**src/rtl/wg_dealloc_arbiter.sv**
```systemverilog
// rtl/wg_dealloc_arbiter.sv - round-robin arbiter offering CU workgroup deallocations to the dispatcher
//
// Collects per-CU deallocation requests and presents one at a time to the
// dispatcher. The offer is held stable until accepted, then the winning CU is
// acknowledged with a one-cycle pulse. The rr pointer moves past the winner on
// every accept, so every requesting CU is served once per NUMBER_CU grants.
//
// Optional feature macro: DEALLOC_ARBITER_STALL_CNT_EN
//   When defined, builds a saturating 32-bit counter of offer cycles that
//   did not see an accept, exported on dealloc_arbiter_stall_cnt.
//
// Ports:
//   clk                             clock, rising edge
//   rst_n                           asynchronous active-low reset
//   cu_dealloc_req                  per-CU request level, held until ack
//   cu_dealloc_wgid                 per-CU wgid, CU i at [i*WG_ID_WIDTH +: WG_ID_WIDTH]
//   cu_dealloc_ack                  one-hot one-cycle ack of the consumed request
//   dis_controller_wg_dealloc_valid dispatcher accept pulse for the current offer
//   dealloc_arbiter_available       offer valid
//   dealloc_arbiter_cu_id           CU of the current offer
//   dealloc_arbiter_wgid            wgid of the current offer
//   dealloc_arbiter_stall_cnt       stall counter (only with the macro)

module wg_dealloc_arbiter #(
    parameter int NUMBER_CU   = 64,
    parameter int CU_ID_WIDTH = 6,
    parameter int WG_ID_WIDTH = 6
) (
    input  logic                             clk,
    input  logic                             rst_n,
    input  logic [NUMBER_CU-1:0]             cu_dealloc_req,
    input  logic [NUMBER_CU*WG_ID_WIDTH-1:0] cu_dealloc_wgid,
    output logic [NUMBER_CU-1:0]             cu_dealloc_ack,
    input  logic                             dis_controller_wg_dealloc_valid,
    output logic                             dealloc_arbiter_available,
    output logic [CU_ID_WIDTH-1:0]           dealloc_arbiter_cu_id,
    output logic [WG_ID_WIDTH-1:0]           dealloc_arbiter_wgid
`ifdef DEALLOC_ARBITER_STALL_CNT_EN
    ,
    output logic [31:0]                      dealloc_arbiter_stall_cnt
`endif
);

    localparam int CW1 = CU_ID_WIDTH + 1;
    // NUMBER_CU at one bit wider than a CU index so it is representable.
    localparam logic [CU_ID_WIDTH:0]   NCU_W   = CW1'(NUMBER_CU);
    localparam logic [CU_ID_WIDTH-1:0] LAST_CU = CU_ID_WIDTH'(NUMBER_CU - 1);

    typedef enum logic [1:0] {
        ST_IDLE  = 2'd0,
        ST_OFFER = 2'd1,
        ST_ACK   = 2'd2
    } state_t;

    state_t                 state_q, state_d;
    logic [CU_ID_WIDTH-1:0] ptr_q, ptr_d;
    logic [CU_ID_WIDTH-1:0] cu_id_q, cu_id_d;
    logic [WG_ID_WIDTH-1:0] wgid_q, wgid_d;
    logic                   avail_q, avail_d;
    logic [NUMBER_CU-1:0]   ack_q, ack_d;

    logic                   grant_found;
    logic [CU_ID_WIDTH-1:0] grant_idx;
    logic [CU_ID_WIDTH:0]   cand;

    // Unpack the flat wgid bus so it can be indexed by the winning CU.
    logic [WG_ID_WIDTH-1:0] wgid_arr [NUMBER_CU];

    for (genvar gi = 0; gi < NUMBER_CU; gi++) begin : g_wgid_unpack
        assign wgid_arr[gi] = cu_dealloc_wgid[gi*WG_ID_WIDTH +: WG_ID_WIDTH];
    end

    // Round-robin search: walk offsets 0..NUMBER_CU-1 from the pointer,
    // folding back past NUMBER_CU-1 (which need not be a power of two),
    // and keep the first requesting CU encountered.
    always_comb begin
        grant_found = 1'b0;
        grant_idx   = '0;
        cand        = '0;
        for (int i = 0; i < NUMBER_CU; i++) begin
            cand = {1'b0, ptr_q} + CW1'(i);
            if (cand >= NCU_W) begin
                cand = cand - NCU_W;
            end
            if (!grant_found && cu_dealloc_req[cand[CU_ID_WIDTH-1:0]]) begin
                grant_found = 1'b1;
                grant_idx   = cand[CU_ID_WIDTH-1:0];
            end
        end
    end

    always_comb begin
        state_d = state_q;
        ptr_d   = ptr_q;
        cu_id_d = cu_id_q;
        wgid_d  = wgid_q;
        avail_d = avail_q;
        ack_d   = '0;
        case (state_q)
            ST_IDLE: begin
                if (grant_found) begin
                    cu_id_d = grant_idx;
                    wgid_d  = wgid_arr[grant_idx];
                    avail_d = 1'b1;
                    state_d = ST_OFFER;
                end
            end
            ST_OFFER: begin
                // Offer is frozen here; only the accept moves things on.
                if (dis_controller_wg_dealloc_valid) begin
                    avail_d        = 1'b0;
                    ack_d[cu_id_q] = 1'b1;
                    ptr_d          = (cu_id_q == LAST_CU) ? '0
                                                          : cu_id_q + CU_ID_WIDTH'(1);
                    state_d        = ST_ACK;
                end
            end
            ST_ACK: begin
                // Gives the acked CU a cycle to drop its request before
                // the next search.
                state_d = ST_IDLE;
            end
            default: begin
                state_d = ST_IDLE;
            end
        endcase
    end

    always_ff @(posedge clk or negedge rst_n) begin
        if (!rst_n) begin
            state_q <= ST_IDLE;
            ptr_q   <= '0;
            cu_id_q <= '0;
            wgid_q  <= '0;
            avail_q <= 1'b0;
            ack_q   <= '0;
        end else begin
            state_q <= state_d;
            ptr_q   <= ptr_d;
            cu_id_q <= cu_id_d;
            wgid_q  <= wgid_d;
            avail_q <= avail_d;
            ack_q   <= ack_d;
        end
    end

    assign cu_dealloc_ack            = ack_q;
    assign dealloc_arbiter_available = avail_q;
    assign dealloc_arbiter_cu_id     = cu_id_q;
    assign dealloc_arbiter_wgid      = wgid_q;

`ifdef DEALLOC_ARBITER_STALL_CNT_EN
    logic [31:0] stall_q, stall_d;

    always_comb begin
        stall_d = stall_q;
        if (state_q == ST_OFFER && !dis_controller_wg_dealloc_valid && stall_q != 32'hFFFF_FFFF) begin
            stall_d = stall_q + 32'd1;
        end
    end

    always_ff @(posedge clk or negedge rst_n) begin
        if (!rst_n) begin
            stall_q <= '0;
        end else begin
            stall_q <= stall_d;
        end
    end

    assign dealloc_arbiter_stall_cnt = stall_q;
`endif

endmodule

```
**config.mk**
```make
export PLATFORM = sky130hd
export DESIGN_NAME = wg_dealloc_arbiter
export DESIGN_NICKNAME = d
export VERILOG_FILES = /design/src/rtl/wg_dealloc_arbiter.sv
export SDC_FILE = /design/constraint.sdc
export NUM_CORES = 1
export LEC_CHECK = 0
export BUFFER_PORTS_ARGS = -buffer_cell sky130_fd_sc_hd__buf_2
export CAP_MARGIN = 20
export CORE_MARGIN = 5
export CORE_UTILIZATION = 35
export DETAILED_ROUTE_END_ITERATION = 16
export GPL_TIMING_DRIVEN = 0
export MAX_ROUTING_LAYER = met4
export REMOVE_ABC_BUFFERS = 1
export SYNTH_ARGS = -nofsm -noshare
export SYNTH_HDL_FRONTEND = slang
export SYNTH_SLANG_ARGS = --single-unit
```
**constraint.sdc**
```tcl
create_clock -name clk -period 12 [get_ports clk]
set_input_delay 2.4 -clock clk [delete_from_list [all_inputs] [get_ports clk]]
set_output_delay 2.4 -clock clk [all_outputs]
set_load 0.03 [all_outputs]
```
==> out/results.txt <==
outcome: finished, final reports clean
RSZ-0062 raised after global routing: no
Critical Path RT: 12,240 ps
GRT overflow: 0
ANT nets after route: 0
Synth Flop Type: dfrtp_1
Synth Area in XOR/XNOR: 3.39%
nets: 3,369
vias: 25,380
drt first pass iters: 7
Max-slew headroom: 16.2%
Post-Syn Instances: 2,495
detailed-route wire length: 125 mm
Clock Latency Late Sink: 350 ps
fillers: 5,924
Tightest Hold Check Type: reg2reg
CTS tree: done
Slew Limit Fails: 0
core area: 0.0579 mm^2
post-synthesis compound-gate area fraction: 23.8%
die boundary height: 252 um
Root Buffer: clkbuf_16
crit path cell chain: clkinv_1, ha_1, clkinv_1, mux4_2, mux2i_1, o21a_1, o211ai_1, nor4b_1, and4_1, buf_16, nand4_1, nor3_1, or4_4, o21ai_4, buf_12, buf_12, buf_12, buf_12, buf_12, a211o_1, a2111oi_0, a311oi_1, o221a_1, a211o_1
CP dominant cell by count: buf_12
# setup viols final: 0
fin crit share: 98.1%
vias per inst: 6.90
hold buffer count at cts: 0
crit path time final: 11,770 ps
non-filler cells, final: 3,680
Crit Path Class: reg2reg
register area share after synthesis: 10.4%
cell count after placement: 3,649
adder-cell share of the synthesized area: 1.10%
critical path capture point type: register
upper clock frequency limit: 84.9 MHz
FP Rows: 88
total CTS buffers: 9
mux cell area share after synthesis: 34.6%
largest family of logic cells by synthesized area: multiplexers
Area Growth Syn to Fin: 20.7%
clk_skew: 15.7 ps
EDFF count, synth: 0
Max-Cap Viols: 0
first-pass GRT wire length: 174 mm
Final Hold Fails: 0
initial antenna violation count: 12
Worst Path Arrival: 12,010 ps
fin util: 42.8%
clk buf depth: 2
layout cells sized above 1: 32.8%
Synth Area in Simple Gates: 21.1%
HPWL Detailed: 103 mm
vias in the first global route: 23,953
GPL Wtd Cong: 1.13
input/output buffers: 527
Seq cells post-synth: 85
post-synthesis cell type count: 109
Syn Std Cell Area: 0.0205 mm^2
largest net degree at the start of global routing: 73
Top Ports: 528
starting density of the core: 35.5%
Async S/R FF share, synth: 100%
DR DRC count: 0
Worst setup SP type: register
syn_area_per_cell: 8.23 um^2
slowest CP cell: ha_1
Die ar.: 0.0636 mm^2
total track usage: 38.0%
Worst Hold Slack: 500 ps
worst slew pin tran: 1250 ps
Syn. warnings: 0
Clock Sinks: 85
slowest cell delay on critical path: 1200 ps
routed wire length per instance: 34.0 um
1st-iter DRT viols: 3,529
Die Width: 252 um
H-tree depth: 3
final setup TNS: 0 ps
Worst-path clk slew: 80 ps
crit-path max FO: 36
==> critical path, delay by kind of cell, from the launching register on <==
kind / cells / cell delay, ps
AO/OA/AOI/OAI: 8 / 2930
buffers and inverters: 8 / 2760
AND/OR/NAND/NOR: 5 / 2710
multiplexers: 2 / 1250
adder cells (fa/ha/maj): 1 / 1200
flip-flops: 1 / 610
==> final timing paths <==
check / cells past startpoint / slack [ps] / startpoint / end
worst min-delay path: 2 / 500 / dealloc_arbiter_wgid[1] / dealloc_arbiter_wgid[1]
worst min register to register: 2 / 500 / dealloc_arbiter_wgid[1] / dealloc_arbiter_wgid[1]
worst max register to register: 24 / 230 / ptr_q[2] / dealloc_arbiter_wgid[5]
max in group asynchronous: 2 / 9380 / rst_n / cu_dealloc_ack[19]
worst max-delay path: 24 / 230 / ptr_q[2] / dealloc_arbiter_wgid[5]
min in group asynchronous: 1 / 2000 / rst_n / dealloc_arbiter_cu_id[1]
==> synthesized netlist by cell type, types with 12 or more instances <==
master,count,share of area [%]
nor2_1,233,4.3
nand2_1,253,4.6
a31oi_1,22,0.67
buf_2,50,1.2
a221oi_1,12,0.51
nand2b_1,16,0.49
buf_4,24,0.88
xnor2_1,66,2.8
o211a_1,21,1.0
a211o_1,16,0.68
o221ai_1,17,0.73
dfrtp_1,85,10
a311o_1,17,0.83
a22o_1,12,0.51
or3_1,24,0.73
buf_1,16,0.29
o21ai_0,87,2.1
o31ai_1,13,0.48
ha_1,18,1.1
mux2_2,120,6.6
mux4_2,136,15
mux2i_1,255,12
nand3_1,80,1.9
o2111ai_1,22,0.94
or2_2,12,0.37
a22oi_1,25,0.91
a21oi_1,94,2.3
and3_1,15,0.46
o211ai_1,78,2.9
and2_1,20,0.61
inv_1,46,0.84
o22ai_1,26,0.79
nand4_1,43,1.3
nor3_1,59,1.4
a211oi_1,45,1.6
clkbuf_1,101,1.8
nor2b_1,13,0.40
nor4_1,31,0.94
a311oi_1,32,1.4
==> flip-flops by register name (all words and copies together) (netlist names) <==
| signal | flops |
|---|---|
| cu_dealloc_ack | 64 |
| dealloc_arbiter_wgid | 6 |
| ptr_q | 6 |
| dealloc_arbiter_available | 1 |
| dealloc_arbiter_cu_id | 6 |
| state_q | 2 |
==> area by class of cell <==
class                   instances  area, um^2  share of cell area, %
multi-input cells            2159       17400                   70.3
repair buffers                594        3730                   15.1
flip-flops and latches         85        2140                   8.63
well taps                     765         957                   3.86
clock buffers                   9         225                  0.909
inverters                      51         198                  0.798
clock inverters                 7        92.6                  0.374
diodes                         10        25.0                  0.101
==> what timing repair did <==
item | 4_1_cts | 5_1_grt
hold endpoints to repair | 0 | 0
endpoints found under the setup margin | 5 | 5
buffers inserted | 0 | 1
gates resized for setup | 3 | 2
==> per-stage QoR <==
stage / setup slack [ps] / instance area [um^2]
2_1_floorplan: -3650 / 19600
4_1_cts: 145 / 24700
3_5_place_dp: -447 / 24400
5_1_grt: 180 / 24800
3_3_place_gp: -12490 / 23200
6_report: 226 / 24800
==> metal layers <==
layer | share of wire (%) | global-route usage (%)
met3 | 11 | 8.65
met4 | 8.1 | 22.5
met2 | 43 | 55.7
met1 | 38 | 47.9
met5 | 0 | -
==> kinds of logic after synthesis <==
logic type	after synthesis
AO/OA/AOI/OAI	665
AND/OR/NAND/NOR	877
adder cells (fa/ha/maj)	18
buffers and inverters	251
multiplexers	522
flip-flops	85
XOR/XNOR	77
==> placed cells by master (no fill, tap or decap), drive strengths merged, types with 16 or more instances in the layout <==
cell       n
a211o     16
a211oi    46
a21oi     95
a22oi     25
a311o     17
a311oi    32
a31oi     22
and2      21
buf      592
dfrtp     85
ha        18
inv       50
mux2     130
mux2i    256
mux4     136
nand2    253
nand2b    16
nand3     82
nand4     44
nor2     236
nor3      61
nor4      36
o2111ai   22
o211a     21
o211ai    79
o21ai     98
o221ai    17
o22ai     26
or3       24
xnor2     69
Power is left out: the tool's default activity adds up to more than one toggle a clock period on the data nets, which glitch-free logic cannot reach.
